**config.mk**
```make
export PLATFORM = sky130hd
export DESIGN_NAME = alu_share_arbiter
export DESIGN_NICKNAME = d
export VERILOG_FILES = /design/src/rtl/alu_share_arbiter.sv
export SDC_FILE = /design/constraint.sdc
export NUM_CORES = 1
export LEC_CHECK = 0
export CORE_ASPECT_RATIO = 1.2
export CORE_MARGIN = 2
export CORE_UTILIZATION = 35
export CTS_CLUSTER_SIZE = 12
export DETAILED_ROUTE_END_ITERATION = 12
export GPL_TIMING_DRIVEN = 1
export PLACE_DENSITY_LB_ADDON = 0.3
export SETUP_SLACK_MARGIN = 0.15
export SLEW_MARGIN = 15
export SYNTH_ARGS = -nofsm -noshare
export SYNTH_HDL_FRONTEND = slang
export SYNTH_SLANG_ARGS = --single-unit
```
**constraint.sdc**
```tcl
create_clock -name clk -period 1.88 [get_ports clk]
set_clock_uncertainty 0.15 [all_clocks]
set_input_delay 0.282 -clock clk [delete_from_list [all_inputs] [get_ports clk]]
set_output_delay 0.282 -clock clk [all_outputs]
set_load 0.005 [all_outputs]
```
**src/rtl/alu_share_arbiter.sv**
```systemverilog
`default_nettype none
// ============================================================================
//  Module   : alu_share_arbiter
//  Purpose  : Round-robin arbiter/sequencer sharing one combinational 16-bit
//             ALU among N_REQ requesters. Winning request is latched, driven
//             to the ALU for one cycle, and the captured result and masked
//             flags are returned on one tagged response channel with
//             backpressure. Flow per operation: IDLE (grant) -> EXEC -> RESP.
//  Options  : define ALU_SHARE_ARBITER_STATS_EN to add the stat_clr,
//             stat_ops and stat_wait counters.
//  Revision : 1.0 - initial release
// ============================================================================
module alu_share_arbiter #(
  parameter int N_REQ = 4,
  parameter int ID_W  = 2
) (
  input  logic                  clk,
  input  logic                  rst_n,
  input  logic [N_REQ-1:0]      req_valid,
  output logic [N_REQ-1:0]      req_ready,
  input  logic [3*N_REQ-1:0]    req_op,
  input  logic [16*N_REQ-1:0]   req_a,
  input  logic [16*N_REQ-1:0]   req_b,
  output logic [2:0]            alu_op,
  output logic [15:0]           alu_a,
  output logic [15:0]           alu_b,
  input  logic [15:0]           alu_out,
  input  logic                  alu_sign,
  input  logic                  alu_zero,
  input  logic                  alu_parity,
  input  logic                  alu_overflow,
  output logic                  rsp_valid,
  input  logic                  rsp_ready,
  output logic [ID_W-1:0]       rsp_id,
  output logic [15:0]           rsp_data,
  output logic [3:0]            rsp_flags,
  output logic                  busy
`ifdef ALU_SHARE_ARBITER_STATS_EN
  ,
  input  logic                  stat_clr,
  output logic [31:0]           stat_ops,
  output logic [31:0]           stat_wait
`endif
);

  typedef enum logic [1:0] {
    IDLE = 2'd0,
    EXEC = 2'd1,
    RESP = 2'd2
  } state_t;

  state_t          r_state;
  state_t          w_state_nxt;
  logic [ID_W-1:0] r_ptr;

  logic            w_any;
  logic [ID_W-1:0] w_win;
  logic [ID_W-1:0] w_scan;
  logic            w_grant;
  logic [2:0]      w_op;
  logic [15:0]     w_a;
  logic [15:0]     w_b;
  logic            w_sign_cap;
  logic            w_ovf_cap;

  // Modular add on requester indices; base is always below N_REQ.
  function automatic logic [ID_W-1:0] wrap_add(input logic [ID_W-1:0] base,
                                               input int off);
    int s;
    s = int'(base) + off;
    if (s >= N_REQ) s = s - N_REQ;
    return s[ID_W-1:0];
  endfunction

  // Round-robin search: first valid requester at or after the pointer.
  always_comb begin
    w_any  = 1'b0;
    w_win  = r_ptr;
    w_scan = r_ptr;
    for (int k = 0; k < N_REQ; k++) begin
      w_scan = wrap_add(r_ptr, k);
      if (!w_any && req_valid[w_scan]) begin
        w_any = 1'b1;
        w_win = w_scan;
      end
    end
  end

  // Grants only happen in IDLE; the handshake completes in the same cycle.
  assign w_grant = (r_state == IDLE) && w_any;

  // Payload of the winning requester.
  always_comb begin
    w_op = req_op[3*int'(w_win) +: 3];
    w_a  = req_a[16*int'(w_win) +: 16];
    w_b  = req_b[16*int'(w_win) +: 16];
  end

  // One-hot ready to the winner only.
  always_comb begin
    req_ready = '0;
    if (w_grant) req_ready[w_win] = 1'b1;
  end

  // Sign is meaningful only for the arithmetic ops, overflow only for ADD;
  // forcing them to 0 otherwise also keeps an undriven ALU flag out of rsp_flags.
  assign w_sign_cap = (alu_op[2:1] == 2'b00) ? alu_sign     : 1'b0;
  assign w_ovf_cap  = (alu_op == 3'b000)     ? alu_overflow : 1'b0;

  // State register.
  always_ff @(posedge clk or negedge rst_n) begin
    if (!rst_n) r_state <= IDLE;
    else        r_state <= w_state_nxt;
  end

  // Next-state and state-decoded outputs.
  always_comb begin
    w_state_nxt = r_state;
    rsp_valid   = 1'b0;
    busy        = 1'b1;
    case (r_state)
      IDLE: begin
        busy = 1'b0;
        if (w_grant) w_state_nxt = EXEC;
      end
      EXEC: w_state_nxt = RESP;
      RESP: begin
        rsp_valid = 1'b1;
        if (rsp_ready) w_state_nxt = IDLE;
      end
      default: w_state_nxt = IDLE;
    endcase
  end

  // Latch the granted request and pointer; capture ALU result at end of EXEC.
  always_ff @(posedge clk or negedge rst_n) begin
    if (!rst_n) begin
      r_ptr     <= '0;
      rsp_id    <= '0;
      alu_op    <= '0;
      alu_a     <= '0;
      alu_b     <= '0;
      rsp_data  <= '0;
      rsp_flags <= '0;
    end else begin
      if (w_grant) begin
        alu_op <= w_op;
        alu_a  <= w_a;
        alu_b  <= w_b;
        rsp_id <= w_win;
        r_ptr  <= wrap_add(w_win, 1);
      end
      if (r_state == EXEC) begin
        rsp_data  <= alu_out;
        rsp_flags <= {w_ovf_cap, alu_parity, alu_zero, w_sign_cap};
      end
    end
  end

`ifdef ALU_SHARE_ARBITER_STATS_EN
  logic w_ops_evt;
  logic w_wait_evt;

  assign w_ops_evt  = rsp_valid && rsp_ready;
  // A valid request with no grant in IDLE cannot happen; it stays as a check.
  assign w_wait_evt = ((r_state == IDLE) && (|req_valid) && !w_any) ||
                      ((r_state == RESP) && (|req_valid));

  // Saturating event counters; clear beats increment.
  always_ff @(posedge clk or negedge rst_n) begin
    if (!rst_n) begin
      stat_ops  <= '0;
      stat_wait <= '0;
    end else if (stat_clr) begin
      stat_ops  <= '0;
      stat_wait <= '0;
    end else begin
      if (w_ops_evt  && (stat_ops  != 32'hFFFF_FFFF)) stat_ops  <= stat_ops + 32'd1;
      if (w_wait_evt && (stat_wait != 32'hFFFF_FFFF)) stat_wait <= stat_wait + 32'd1;
    end
  end
`endif

endmodule
`default_nettype wire

```
[Word level (Yosys, flattened, before mapping)]
Cells that the tools add are included.
Operators by class
  add/subtract/negate cells: 9
  mux-type cells: 31
  order comparisons: 11
  shift-type cells: 3
  reduce and logical (&&, ||, !) cells: 12
  multiply operators: 1
  equal/unequal tests: 4
Operator list (count)
  64-bit by 7-bit indexed part select with 16-bit output: 2
  2-bit 2-to-1 mux: 11
  2-bit by 3-bit < comparator with 1-bit output (second input constant): 5
  1-bit 2-to-1 mux: 13
  3-bit >= comparator (second input constant): 4
  12-bit by 5-bit indexed part select with 3-bit output: 1
  2-bit by 1-bit subtractor with 2-bit output (second input constant): 5
  1-bit binary-select mux with 2-bit select: 4
  2-bit by 1-bit adder with 3-bit output (second input constant): 2
  2-bit by 2-bit adder with 3-bit output (second input constant): 2
  2-bit case mux with 3 select lines: 1
  1-bit logical AND: 5
  2-bit logical NOT: 2
  2-bit by 2-bit multiplier with 4-bit output (first input constant): 1
  4-bit 2-to-1 mux: 1
  2-bit != test (second input constant): 2
  2-bit by 3-bit >= comparator with 1-bit output (second input constant): 1
  1-bit logical NOT: 3
  3-bit logical NOT: 1
  1-bit demux with 2-bit select: 1
  2-bit by 1-bit == test with 1-bit output (second input constant): 1
  2-bit == test (second input constant): 1
  2-bit by 1-bit >= comparator with 1-bit output (second input constant): 1
  2-bit AND reduction: 1
Word-level totals
  flip-flop bits (word level): 61

[Depth between registers and ports, before layout]
  word-level depth: 19
  mapped depth: 9
  mapped depth without buffers: 6

[Least setup slack after synthesis]
No wires, ideal clock.
  kind: reg2reg
  from: reg r_ptr[1]
  to: reg alu_a[0]
  data required time: 1.602 ns
  arrival: 1.700 ns
  stages on the path, launching flop included: 8
  library setup time: 0.128 ns
  slack: -0.098 ns
  period minus slack after synthesis: 1.978 ns
  cells stage by stage: dfrtp_1 > buf_6 > nor3b_1 > a2111o_1 > o21a_2 > nor2_4 > buf_4 > a211oi_2
Between the ends
  longest elaborated chain between the ends: 15
Ends and longest elaborated chain
  start, declared: line 54  | logic [ID_W-1:0] r_ptr;
  start signal, assigned: line 151  | r_ptr <= wrap_add(w_win, 1);
  parallel branches: the longest is 15 deep, another holds 2-bit by 1-bit adder with 3-bit output
  end signal, assigned: line 148  | alu_a <= w_a;
  end, declared: line 25  | output logic [15:0] alu_a,
Parallel ways; which one is timed is not known. The select of a mux whose other input is x is not followed.
A chain may end at the register's enable or synchronous reset.

[Worst setup path after layout]
  from: reg r_ptr[0]
  to: reg alu_a[9]
The elaborated chain is that of the path after synthesis.

==> results <==
- The run finished, with violations left.
- The checks that failed: negative setup slack.
- Counting every instance in the synthesized netlist gives around 370.
- The number of rows created at floorplan is between 40 and 50.
- The leakage power figure is approximately 3.2 nW.
- The vertical extent of the die is roughly 120 microns.
- The largest total area in the synthesized netlist belongs to sky130_fd_sc_hd__dfrtp_1.
- Clock tree synthesis selected as its root buffer the cell sky130_fd_sc_hd__clkbuf_16.
- For this configuration, the core starts out at a cell density of 36.0%.
- In this run the tightest slew margin relative to its limit is ~66%.
- The count of flip-flops with a built-in enable after synthesis is 0.
- At the worst endpoint, the required time is about 2 ns.
- At the later pin of the worst-skew pair, clock insertion delay measures between 0.3 and 0.4 ns.
- The final-report setup violation count is 41.
- TritonCTS built the clock tree.
- In this run the cell area of the synthesized design comes to between 0.003 and 0.004 sq mm.
- The number of port buffers is 229.
- The number of iterations in the first detailed-routing pass is 4.
- Synthesis inferred 61 register bits.
- The share of flip-flops with an asynchronous set or reset is 100%.
- The topmost layer with routed signal wires is met4.
- The largest vdd supply drop is about 0.00070 V.
- Setup repair after global routing could not meet its margin everywhere.
- The detailed-routing wirelength on met1 is around 6000 microns.
- The worst hold path belongs to the class input port to asynchronous set/reset pin.
- In this run, placement finished with an instance count of roughly 740.
- The clock-pin slew of the registers on the worst-case setup and hold paths is around 0.060 ns.
- After synthesis, the mean cell area works out to 10.9 sq um.
- The number of clock sinks is between 60 and 70.
- Counting the buffers created by CTS gives 9.
- The die covers 0.0123 sq mm.
- The final routed wirelength across all metal layers is 15900 microns.
- The placeable core region is ~0.011 sq mm.
- Along the worst path, the maximum fanout reaches 7.
- In the layout the commonest cells are 218 x sky130_fd_sc_hd__clkdlybuf4s50_1, 60 x sky130_fd_sc_hd__dfrtp_1, 57 x sky130_fd_sc_hd__a211oi_2, 38 x sky130_fd_sc_hd__nor2_1, 35 x sky130_fd_sc_hd__inv_1.
- The filler cells instantiated in the layout total just under 800.
- The signed area change from the synthesized netlist to the final layout is 99.6%.
- The final-report hold violation count is 0.
- Detailed placement ended at an HPWL of 9770 microns.
- After the first detailed-routing iteration, the DRC count stood at between 100 and 150.
- The count of vias placed by the detailed router is 4156.
- In the final design database the tool counted between 800 and 900 nets.
- The maximum operating frequency is 462 MHz.
- The data arrival time at the worst-slack endpoint is around 2.2 ns.
- The share of Yosys cell area claimed by the top area cell type is between 30% and 40%.
- The total routing usage reported by global routing is 24.4%.
- The parity-gate share of the synthesized area counting xor and xnor cells is less than 1%.
- The via density per instance is about 5.
- The routed design uses between 800 and 900 microns of met3 wire.
- The synthesized netlist devotes 0% of its cell area to adder and majority cells.
- The slew at the pin closest to its max-slew limit is about 0.5 ns.
- The most used flip-flop cell after synthesis is sky130_fd_sc_hd__dfrtp_1.
- Leaving out fill and tap cells, the most frequent cell in the layout is sky130_fd_sc_hd__clkdlybuf4s50_1.
- Prior to clock tree synthesis, the placed netlist has a worst setup slack of -0.656 ns.
- The mean routed wirelength per cell is approximately 20 microns.
- The total power density per cell area is between 1500 and 2000 mW/mm^2.
- The synthesized netlist devotes around 30% of its cell area to compound gates.
- The number of global-route vias before repair is 4306.
- Entering global routing, the biggest net connects 36 pins.
- The worst setup path category is flip-flop to flip-flop.
- The combinational family with the most area after synthesis is compound AO/OA/AOI/OAI gates.
- Setup slack on the critical path of the routed design comes to -0.284 ns.
- The worst setup path is captured at a flip-flop.
- The total met2 wirelength after detailed routing is approximately 8600 microns.
- In the routed design, unresolved DRC markers number 0.
- Cells with a size suffix above 1 make up a little over a third of the layout.
- The portion of synthesized area spent on multiplexers is between 10% and 20%.
- The count of max-cap constraint violations is 0.
- Sorting the synthesized cells by area gives the leading types as sky130_fd_sc_hd__dfrtp_1 38%, sky130_fd_sc_hd__a211oi_2 22%, sky130_fd_sc_hd__mux2i_1 8.8%.
- The finished layout holds a little over 800 standard cells, fillers aside.
- The die width is between 100 and 150 microns.
- In the final layout, the multi-input gates occupy about 0.0024 sq mm.
- The final design instance area without fill is 0.00797 sq mm.
- The number of nets produced by synthesis is 532.
- In this run the remaining antenna-violating nets after routing total 0.
- The total power is 0.0123 W.
- Of the synthesized area, sequential elements account for 38.2%.
- The H-tree was split into 3 levels.
- The first global-routing pass estimated approximately 23000 microns of wire.
- 230 I/O pins were placed.
- The cell area reported after detailed placement is roughly 0.0065 sq mm.
- The repair_antennas step left the layout with diodes totalling 0.
- The leftover overflow at the end of global routing is 0.
- During synthesis, Yosys emitted a total of 0 warnings.
- After layout, the minimum clock period comes to ~2.2 ns.
- The final number of max-transition violations is 0.
- The initial antenna violation count is 0.
- Synthesis instantiated 38 different standard cells from the library.
- The buffer levels on the longest clock path is 2.
- Summing the areas of all and, or, nand and nor instances in the mapped netlist gives between 7 and 8% of the synthesized area.
- The sequential cells in the finished layout cover a total of 0.00153 sq mm.
- The congestion estimate from routability-driven global placement came to roughly 0.85.
- The kind of start point of the critical path is a flip-flop.
- The fraction of the cycle the final worst path needs is 115%.
## registers in the layout, summed over array words and instances, names as in the netlist
signal	count
alu_a	16
alu_b	16
rsp_data	16
rsp_flags	4
alu_op	3
r_ptr	2
r_state	2
rsp_id	2
## cells by family after synthesis
group	after synthesis
xor gates and xnor gates	1
and+or+nand+nor	63
muxes	53
AOI/OAI and AO/OA	116
buffers and inverters	71
DFF	61
## synthesized netlist by cell type, drive strengths merged, types with 2 or more instances
library cell  instances
buf                  20
o21ai                 4
nor2b                 4
nor3                  2
mux2                 18
a31oi                35
mux2i                35
nand2                 7
or2                   2
and3                  2
dfrtp                61
o21a                  2
clkbuf               14
inv                  36
nor2                 41
nand2b                2
a211oi               70
## timing repair
item	in CTS	in global routing
buffers inserted	22	10
resized for setup	99	49
hold buffers	1	0
pin swaps	59	26
setup endpoints to repair	45	60
cloned	12	4
endpoints found under the hold margin	7	0
## per-layer routing
layer  GRT usage [%]  vias up
li1                -     1895
met1            28.1     2061
met2            43.5      174
met3            5.36       26
met4            9.21        0
met5               0        -
## where the power goes
| part | internal (W) | switching, W |
|---|---|---|
| sequential | 0.00200 | 0.000386 |
| clock | 0.00104 | 0.000661 |
| combinational | 0.00479 | 0.00343 |
## metrics by stage
stage	utilization (%)	hold WS [ns]	setup TNS [ns]
after floorplan	-	-0.164	-1.86
after global placement	58.8	0.000338	-22.28
after detailed placement	58.8	0.00394	-23.67
after CTS	68.1	0.189	-8.37
after global routing	71.8	0.228	-10.66
final	71.8	0.222	-8.38
## layout make-up
class	instances	share of cell area (%)
inverter	37	1.81
clock buffer	9	2.83
multi-input combinational	233	30.2
clock inverter	7	1.02
tap	154	2.42
timing repair buffer	307	42.6
sequential	61	19.2
## worst max-delay path: stages (launching register included)
cell,delay [ns]
sky130_fd_sc_hd__dfrtp_2,0.46
sky130_fd_sc_hd__a211o_1,0.29
sky130_fd_sc_hd__and3_4,0.19
sky130_fd_sc_hd__buf_6,0.13
sky130_fd_sc_hd__buf_12,0.13
sky130_fd_sc_hd__buf_12,0.15
sky130_fd_sc_hd__buf_12,0.15
sky130_fd_sc_hd__mux2i_2,0.16
sky130_fd_sc_hd__a211oi_2,0.25
## worst paths after layout
path,to,slack [ns],startpoint,cells past startpoint
min in group clk,rsp_data[5]$_DFFE_PN0N_,0.34,rsp_data[5]$_DFFE_PN0N_,1
min,alu_a[14]$_DFFE_PN0P_,0.22,rst_n,2
min reg2reg,rsp_data[5]$_DFFE_PN0N_,0.34,rsp_data[5]$_DFFE_PN0N_,1
max reg2reg,alu_a[9]$_DFFE_PN0P_,-0.28,r_ptr[0]$_DFFE_PN0P_,8
max,alu_a[9]$_DFFE_PN0P_,-0.28,r_ptr[0]$_DFFE_PN0P_,8
max in group asynchronous,r_ptr[0]$_DFFE_PN0P_,0.62,rst_n,3
No activity file was read; power rests on OpenSTA's default activity.
